===== config.mk =====
export PLATFORM = sky130hd
export DESIGN_NAME = mc_config_loader
export DESIGN_NICKNAME = d
export VERILOG_FILES = /design/src/rtl/mc_config_loader.sv
export SDC_FILE = /design/constraint.sdc
export NUM_CORES = 1
export LEC_CHECK = 0
export ABC_AREA = 1
export CORE_MARGIN = 2
export CORE_UTILIZATION = 45
export DETAILED_ROUTE_END_ITERATION = 16
export PLACE_DENSITY = 0.82
export SLEW_MARGIN = 30
export SYNTH_ARGS = -nofsm -noshare
export SYNTH_HDL_FRONTEND = slang
export SYNTH_SLANG_ARGS = --single-unit

===== constraint.sdc =====
create_clock -name clk -period 10.7 [get_ports clk]
set_clock_uncertainty 0.1 [all_clocks]
set_input_delay 2.675 -clock clk [delete_from_list [all_inputs] [get_ports clk]]
set_output_delay 2.675 -clock clk [all_outputs]
set_load 0.01 [all_outputs]

===== src/rtl/mc_config_loader.sv =====
// Serial configuration loader for the macrocell array: framed bit-serial
// write/readback of one CFG_W-bit mux-select word per macrocell.
module mc_config_loader #(
  parameter int NUM_MC = 16,
  parameter int ADDR_W = 4,
  parameter int CFG_W  = 19
) (
  input  logic                    clk,
  input  logic                    rst_n,
  input  logic                    sdi,
  input  logic                    sdi_valid,
  output logic                    sdi_ready,
  input  logic                    sdi_abort,
  output logic                    sdo,
  output logic                    sdo_valid,
  input  logic                    sdo_ready,
  output logic [NUM_MC*CFG_W-1:0] cfg_flat,
  output logic                    wr_done,
  output logic                    busy,
  output logic                    err,
  input  logic                    err_clr
);

  localparam int CW = $clog2(CFG_W + 1);

  typedef enum logic [1:0] {S_IDLE, S_ADDR, S_DATA, S_READ} state_t;

  state_t              r_state, w_state_nxt;
  logic                r_op;
  logic [CW-1:0]       r_cnt;
  logic [ADDR_W-1:0]   r_addr;
  logic [CFG_W-1:0]    r_shadow;
  logic [CFG_W-1:0]    r_shift;
  logic [CFG_W-1:0]    r_cfg [NUM_MC];
  logic                r_wr_done;
  logic                r_err;

  logic                w_abort;
  logic                w_in_hs;
  logic                w_out_hs;
  logic                w_addr_last;
  logic                w_data_last;
  logic                w_rd_last;
  logic                w_rd_addr_ok;
  logic                w_wr_addr_ok;
  logic                w_commit;
  logic                w_set_err;
  logic [ADDR_W-1:0]   w_addr_nxt;
  logic [CFG_W-1:0]    w_shadow_nxt;
  logic [CFG_W-1:0]    w_rd_word;

  assign sdi_ready = (r_state != S_READ);
  assign sdo_valid = (r_state == S_READ);
  assign sdo       = sdo_valid & r_shift[0];
  assign busy      = (r_state != S_IDLE);
  assign wr_done   = r_wr_done;
  assign err       = r_err;

  // Abort outranks any handshake; in IDLE there is nothing to abort.
  assign w_abort  = sdi_abort && (r_state != S_IDLE);
  assign w_in_hs  = sdi_valid && sdi_ready && !w_abort;
  assign w_out_hs = sdo_valid && sdo_ready && !w_abort;

  assign w_addr_nxt   = ADDR_W'({r_addr, sdi});
  assign w_shadow_nxt = r_shadow | (CFG_W'(sdi) << r_cnt);
  assign w_rd_addr_ok = 32'(w_addr_nxt) < NUM_MC;
  assign w_wr_addr_ok = 32'(r_addr) < NUM_MC;

  assign w_addr_last = (r_state == S_ADDR) && w_in_hs && (r_cnt == CW'(ADDR_W - 1));
  assign w_data_last = (r_state == S_DATA) && w_in_hs && (r_cnt == CW'(CFG_W - 1));
  assign w_rd_last   = (r_state == S_READ) && w_out_hs && (r_cnt == CW'(CFG_W - 1));

  assign w_commit  = w_data_last && w_wr_addr_ok;
  assign w_set_err = (w_data_last && !w_wr_addr_ok) ||
                     (w_addr_last && !r_op && !w_rd_addr_ok);

  always_comb begin
    w_rd_word = '0;
    for (int unsigned k = 0; k < NUM_MC; k++) begin
      if (32'(w_addr_nxt) == k) w_rd_word = r_cfg[k];
    end
  end

  always_comb begin
    w_state_nxt = r_state;
    if (w_abort) begin
      w_state_nxt = S_IDLE;
    end else begin
      case (r_state)
        S_IDLE:  if (w_in_hs)     w_state_nxt = S_ADDR;
        S_ADDR:  if (w_addr_last) w_state_nxt = r_op ? S_DATA : S_READ;
        S_DATA:  if (w_data_last) w_state_nxt = S_IDLE;
        S_READ:  if (w_rd_last)   w_state_nxt = S_IDLE;
        default:                  w_state_nxt = S_IDLE;
      endcase
    end
  end

  always_ff @(posedge clk) begin
    if (!rst_n) r_state <= S_IDLE;
    else        r_state <= w_state_nxt;
  end

  always_ff @(posedge clk) begin
    if (!rst_n) begin
      r_op      <= 1'b0;
      r_cnt     <= '0;
      r_addr    <= '0;
      r_shadow  <= '0;
      r_shift   <= '0;
      r_wr_done <= 1'b0;
      r_err     <= 1'b0;
      for (int unsigned k = 0; k < NUM_MC; k++) r_cfg[k] <= '0;
    end else begin
      r_wr_done <= w_commit;

      if (w_set_err)    r_err <= 1'b1;
      else if (err_clr) r_err <= 1'b0;

      // The final data bit is folded in via w_shadow_nxt so the commit lands on the same edge.
      if (w_commit) begin
        for (int unsigned k = 0; k < NUM_MC; k++) begin
          if (32'(r_addr) == k) r_cfg[k] <= w_shadow_nxt;
        end
      end

      if (w_abort) begin
        r_cnt <= '0;
      end else begin
        case (r_state)
          S_IDLE: if (w_in_hs) begin
            r_op     <= sdi;
            r_cnt    <= '0;
            r_addr   <= '0;
            r_shadow <= '0;
          end
          S_ADDR: if (w_in_hs) begin
            r_addr <= w_addr_nxt;
            r_cnt  <= w_addr_last ? '0 : r_cnt + 1'b1;
            if (w_addr_last && !r_op) r_shift <= w_rd_word;
          end
          S_DATA: if (w_in_hs) begin
            r_shadow <= w_shadow_nxt;
            r_cnt    <= w_data_last ? '0 : r_cnt + 1'b1;
          end
          S_READ: if (w_out_hs) begin
            r_shift <= r_shift >> 1;
            r_cnt   <= w_rd_last ? '0 : r_cnt + 1'b1;
          end
          default: r_cnt <= '0;
        endcase
      end
    end
  end

  for (genvar g = 0; g < NUM_MC; g++) begin : g_flat
    assign cfg_flat[g*CFG_W +: CFG_W] = r_cfg[g];
  end

endmodule


# Word level (Yosys, flattened, before mapping)
# Memory sizes are Yosys's and may differ from the RTL's.
# Index checks and enable logic that the tools add are counted.
word_totals:
  ff_bits: 51
  latch_bits: 0
  ram_bits: 304
  mem_bits_ro: 0
  out_inout_bits: 310
  elab_cells: 223
  mem_count: 1
mem_list:
  columns: ["name", "words", "word_bits", "rd", "rd_ports_with_merged_regs", "wr", "line", "rtl"]
  rows:
  - ["r_cfg", 16, 19, 16, 0, 16, "34", "logic [CFG_W-1:0] r_cfg [NUM_MC];"]
classes:
  add_sub_neg: 1
  multipliers: 0
  div: 0
  n_lt_le_gt_ge: 0
  eq_ne: 44
  shift: 1
  mux: 121
  n_bitwise: 20
  n_reduce_logical: 28
ops:
  columns: ["op", "n"]
  rows:
  - ["$mux W19", 37]
  - ["$pmux W19 S2", 2]
  - ["$mux W1", 66]
  - ["$eq A4 B4 Y1 const B", 16]
  - ["$mux W5", 7]
  - ["$eq A4 B3 Y1 const B", 8]
  - ["$pmux W5 S4", 1]
  - ["$or A19 B19 Y19", 1]
  - ["$shl A1 B5 Y19", 1]
  - ["$eq A4 B2 Y1 const B", 4]
  - ["$or A1 B1 Y1", 16]
  - ["$reduce_and A4 Y1", 4]
  - ["$logic_and A1 B1 Y1", 12]
  - ["$ne A2 B2 Y1 const B", 6]
  - ["$eq A4 B1 Y1 const B", 2]
  - ["$logic_not A4 Y1", 2]
  - ["$mux W2", 4]
  - ["$mux W4", 2]
  - ["$pmux W2 S4", 1]
  - ["$pmux W4 S2", 1]
  - ["$reduce_bool A2 Y1", 4]
  - ["$ne A2 B1 Y1 const B", 3]
  - ["$add A5 B1 Y5 const B", 1]
  - ["$eq A5 B2 Y1 const B", 1]
  - ["10 further kinds", 13]

# Logic depth before layout (Yosys ltp)
depth:
  ltp_word: 20
  ltp_mapped: 15
  depth_no_buf: 14

# Least setup slack after synthesis
# No wires, ideal clock.
synth_path:
  path_type: "input to register"
  startpoint: "input port sdi_abort"
  endpoint: "memory r_cfg[14][0] (netlist: r_cfg[1][114]) (enable)"
  setup_ns: 0.421
  arrival_ns: 4.909
  t_required_ns: 10.179
  slack_ns: 5.270
  cell_stages: 9
  path_buffers: 0
  path_cell_list: "nand2_1 > inv_2 > nor2_4 > inv_2 > nor3_1 > inv_1 > nor3_1 > inv_1 > o21ai_0"
synth_lines:
  columns: ["element", "line", "rtl"]
  rows:
  - ["start: declaration", "13", "input logic sdi_abort,"]
  - ["end: declaration", "34", null]

# Final worst setup path
layout_path:
  startpoint: "register r_state[1]"
  endpoint: "output port sdo_valid"
layout_via:
  elab_chain_cells: 1
layout_rtl:
  columns: ["element", "line", "rtl"]
  rows:
  - ["start: declaration", "28", "state_t r_state, w_state_nxt;"]
  - ["start signal: assignment", "101", "else r_state <= w_state_nxt;"]
  - ["$eq A2 B2 Y1", "53", "assign sdo_valid = (r_state == S_READ);"]
  - ["end: declaration", "15", "output logic sdo_valid,"]
# No other way between the ends.

==> impl_metrics.csv <==
group,metric,value,unit
clocking,clk_latency,520,ps
floorplanning,ios,317,
critical_path,crit_fanout,20,
floorplanning,die_h,187.3,um
floorplanning,rows,67,
critical_path,cp.arrival,3080,ps
clocking,cts_tree,"yes",
logic_synthesis,synthCells,1491,
power_and_ir_drop,peakVddDrop,0.0001220,V
run_status,status,"complete, no violations",
drt,vias_per_cell,5.622,
placement,portBuffers,314,
power_and_ir_drop,p_leak,7.021,nW
layout,drive_gt1_share,7.104,%
drt,wl,50630,um
layout,multi_input_area,4272,um^2
logic_synthesis,yosys-top-cells-area,"edfxtp_1, nor2_1, nand2_1, dfxtp_1, inv_1",
hold_path,hold_path_class,"flop to flop",
critical_path,worstPathRequired,7930,ps
layout,layout_common_cells,"nor2_1, clkdlybuf4s50_1, edfxtp_1",
critical_path,cp-start-kind,"flop",
layout,syn_to_final_growth,31.34,%
clocking,clk_pin_slew_worst_paths,60,ps
clocking,clock-sinks,355,
logic_synthesis,syn_avg_cell_area,10.14,um^2
layout,seqCellArea,10150,um^2
global_route,grt_pass1_vias,11970,
sta,fmaxAchievable,0.1708,GHz
layout,fillCellCount,2606,
sta,tightestPinTransition,1044,ps
drt,first_pass_iters,6,
clocking,ctsHtreeMaxLevel,2,
floorplanning,core,33280,um^2
global_route,grt_start_max_net_pins,27,
logic_synthesis,synth_top_area_share,60.41,%
drt,drc,0,
sta,slew_violations,0,
sta,final-hold-violation-count,0,
floorplanning,initial_core_util,45.41,%
clocking,ctsResizeCount,0,
layout,fin_util,59.64,%
sta,finalSetupViolCount,0,
clocking,postCtsSetupRepairBufs,0,
drt,vias,12730,
global_route,grt.total_usage,27.85,%
clocking,cts_hold_buf,0,
floorplanning,die_w,187.3,um
logic_synthesis,yosysSeqAreaShare,67.16,%
logic_synthesis,netlist_area,15110,um^2
clocking,cts_buffers,37,
drt,ant_nets,0,
global_route,grt-ovfl-total,0,
logic_synthesis,synth-seq-cells,355,
sta,fin_crit,5856,ps
logic_synthesis,synth.distinct_cells,35,
logic_synthesis,synth_fp_nets,1500,
layout,final_common_cell,"nor2_1",
global_route,antenna_found_initial,1,
power_and_ir_drop,cellPowerDensity,169.3,nW/um^2
sta,fin_crit_sh,54.73,%
logic_synthesis,synth_top_area_cell,"edfxtp_1",
layout,fin_nets,1798,
sta,rsz0062_at_grt,"no",
critical_path,crit_type,"flop to primary output",
drt,first_iter_violations,1539,
flow_run,max_cap_viol_count,0,
floorplanning,die-area,35060,um^2
global_route,grt_pass1_wl,73750,um
sta,setup_tns,0,ps
clocking,root_buffer,"clkbuf_16",
placement,post-dp-hpwl,35640,um
sta,slew_headroom,30.31,%
placement,gp_congestion,0.9202,
clocking,cts_buffer_depth,3,
critical_path,cp-end-kind,"primary output",
drt,wl_per_cell,22.35,um
logic_synthesis,ys.warnings.count,0,
sta,holdWs,368.1,ps
==> kinds of logic after synthesis <==
group           Yosys count  share of synthesized area, %
other cells               1                       0.02481
fa+ha+maj                 2                        0.1656
compound gates          119                         4.330
buf+inv                 190                         5.092
flops                   355                         67.16
simple gates            824                         23.22
==> state kept, by name (all words and copies together), names as in the netlist <==
signal    count
r_cnt         5
r_cfg       304
wr_done       1
r_addr        4
r_op          1
r_state       2
r_shift      19
r_shadow     19
==> power by group <==
group,switching (mW),internal [mW]
logic,0.275,0.161
registers,0.0633,1.58
clock network,0.537,0.745
==> Yosys cell counts, drive strengths merged <==
| cell type | n |
|---|---|
| nor2 | 383 |
| edfxtp | 304 |
| nand2 | 294 |
| inv | 110 |
| a21oi | 79 |
| nand4 | 57 |
| dfxtp | 51 |
| nand3 | 48 |
| clkbuf | 37 |
| nor3 | 31 |
| buf | 25 |
| o21ai | 19 |
| clkinv | 18 |
| a31oi | 14 |
| or2 | 8 |
| a211oi | 5 |
| nor3b | 3 |
| ha | 2 |
| a21o | 1 |
| conb | 1 |
| o311ai | 1 |
==> worst max-delay path: stages, from the launching register on <==
cell and delay (ps):
dfxtp_1 620, nand2_1 450, inv_1 780, clkdlybuf4s50_1 700
==> routing by layer <==
metal / vias up / wire [um] / track usage [%]
li1: 5596 / - / -
met1: 6049 / 19150 / 36.72
met2: 963 / 23740 / 45.42
met3: 126 / 5900 / 5.985
met4: 0 / 1841 / 10.50
met5: - / 0 / 0
==> final timing paths <==
| check | start | endpoint | slack, ps | cells past startpoint |
|---|---|---|---|---|
| setup reg to reg | r_state[1]$_SDFFE_PP0P_ | r_cfg[0][52]$_SDFFCE_PN0P_ | 6750 | 8 |
| setup / recovery | r_state[1]$_SDFFE_PP0P_ | sdo_valid | 4840 | 3 |
| hold / removal | r_shadow[9]$_SDFFE_PN0P_ | r_shadow[9]$_SDFFE_PN0P_ | 370 | 2 |
| hold reg to reg | r_shadow[9]$_SDFFE_PN0P_ | r_shadow[9]$_SDFFE_PN0P_ | 370 | 2 |
==> area by class of cell <==
type	count	share of cell area, %
clock buffer	47	5.119
tap	448	2.824
inverter	128	2.433
antenna	1	0.01261
multi-input combinational	946	21.52
sequential	355	51.14
timing repair buffer	321	16.10
clock inverter	19	0.8510
==> per-stage QoR <==
step / std cells / cell area, um^2 / setup WS, ps / power (mW)
5_1_grt: 2264 / 19850 / 4766 / 3.453
2_1_floorplan: 1491 / 15110 / 5270 / 1.898
4_1_cts: 2264 / 19800 / 4869 / 3.349
3_5_place_dp: 2198 / 18620 / 4494 / 2.098
6_report: 2265 / 19850 / 4844 / 3.361
3_3_place_gp: 2198 / 18600 / 4573 / 2.084
Power figures use the tool's default switching activity.
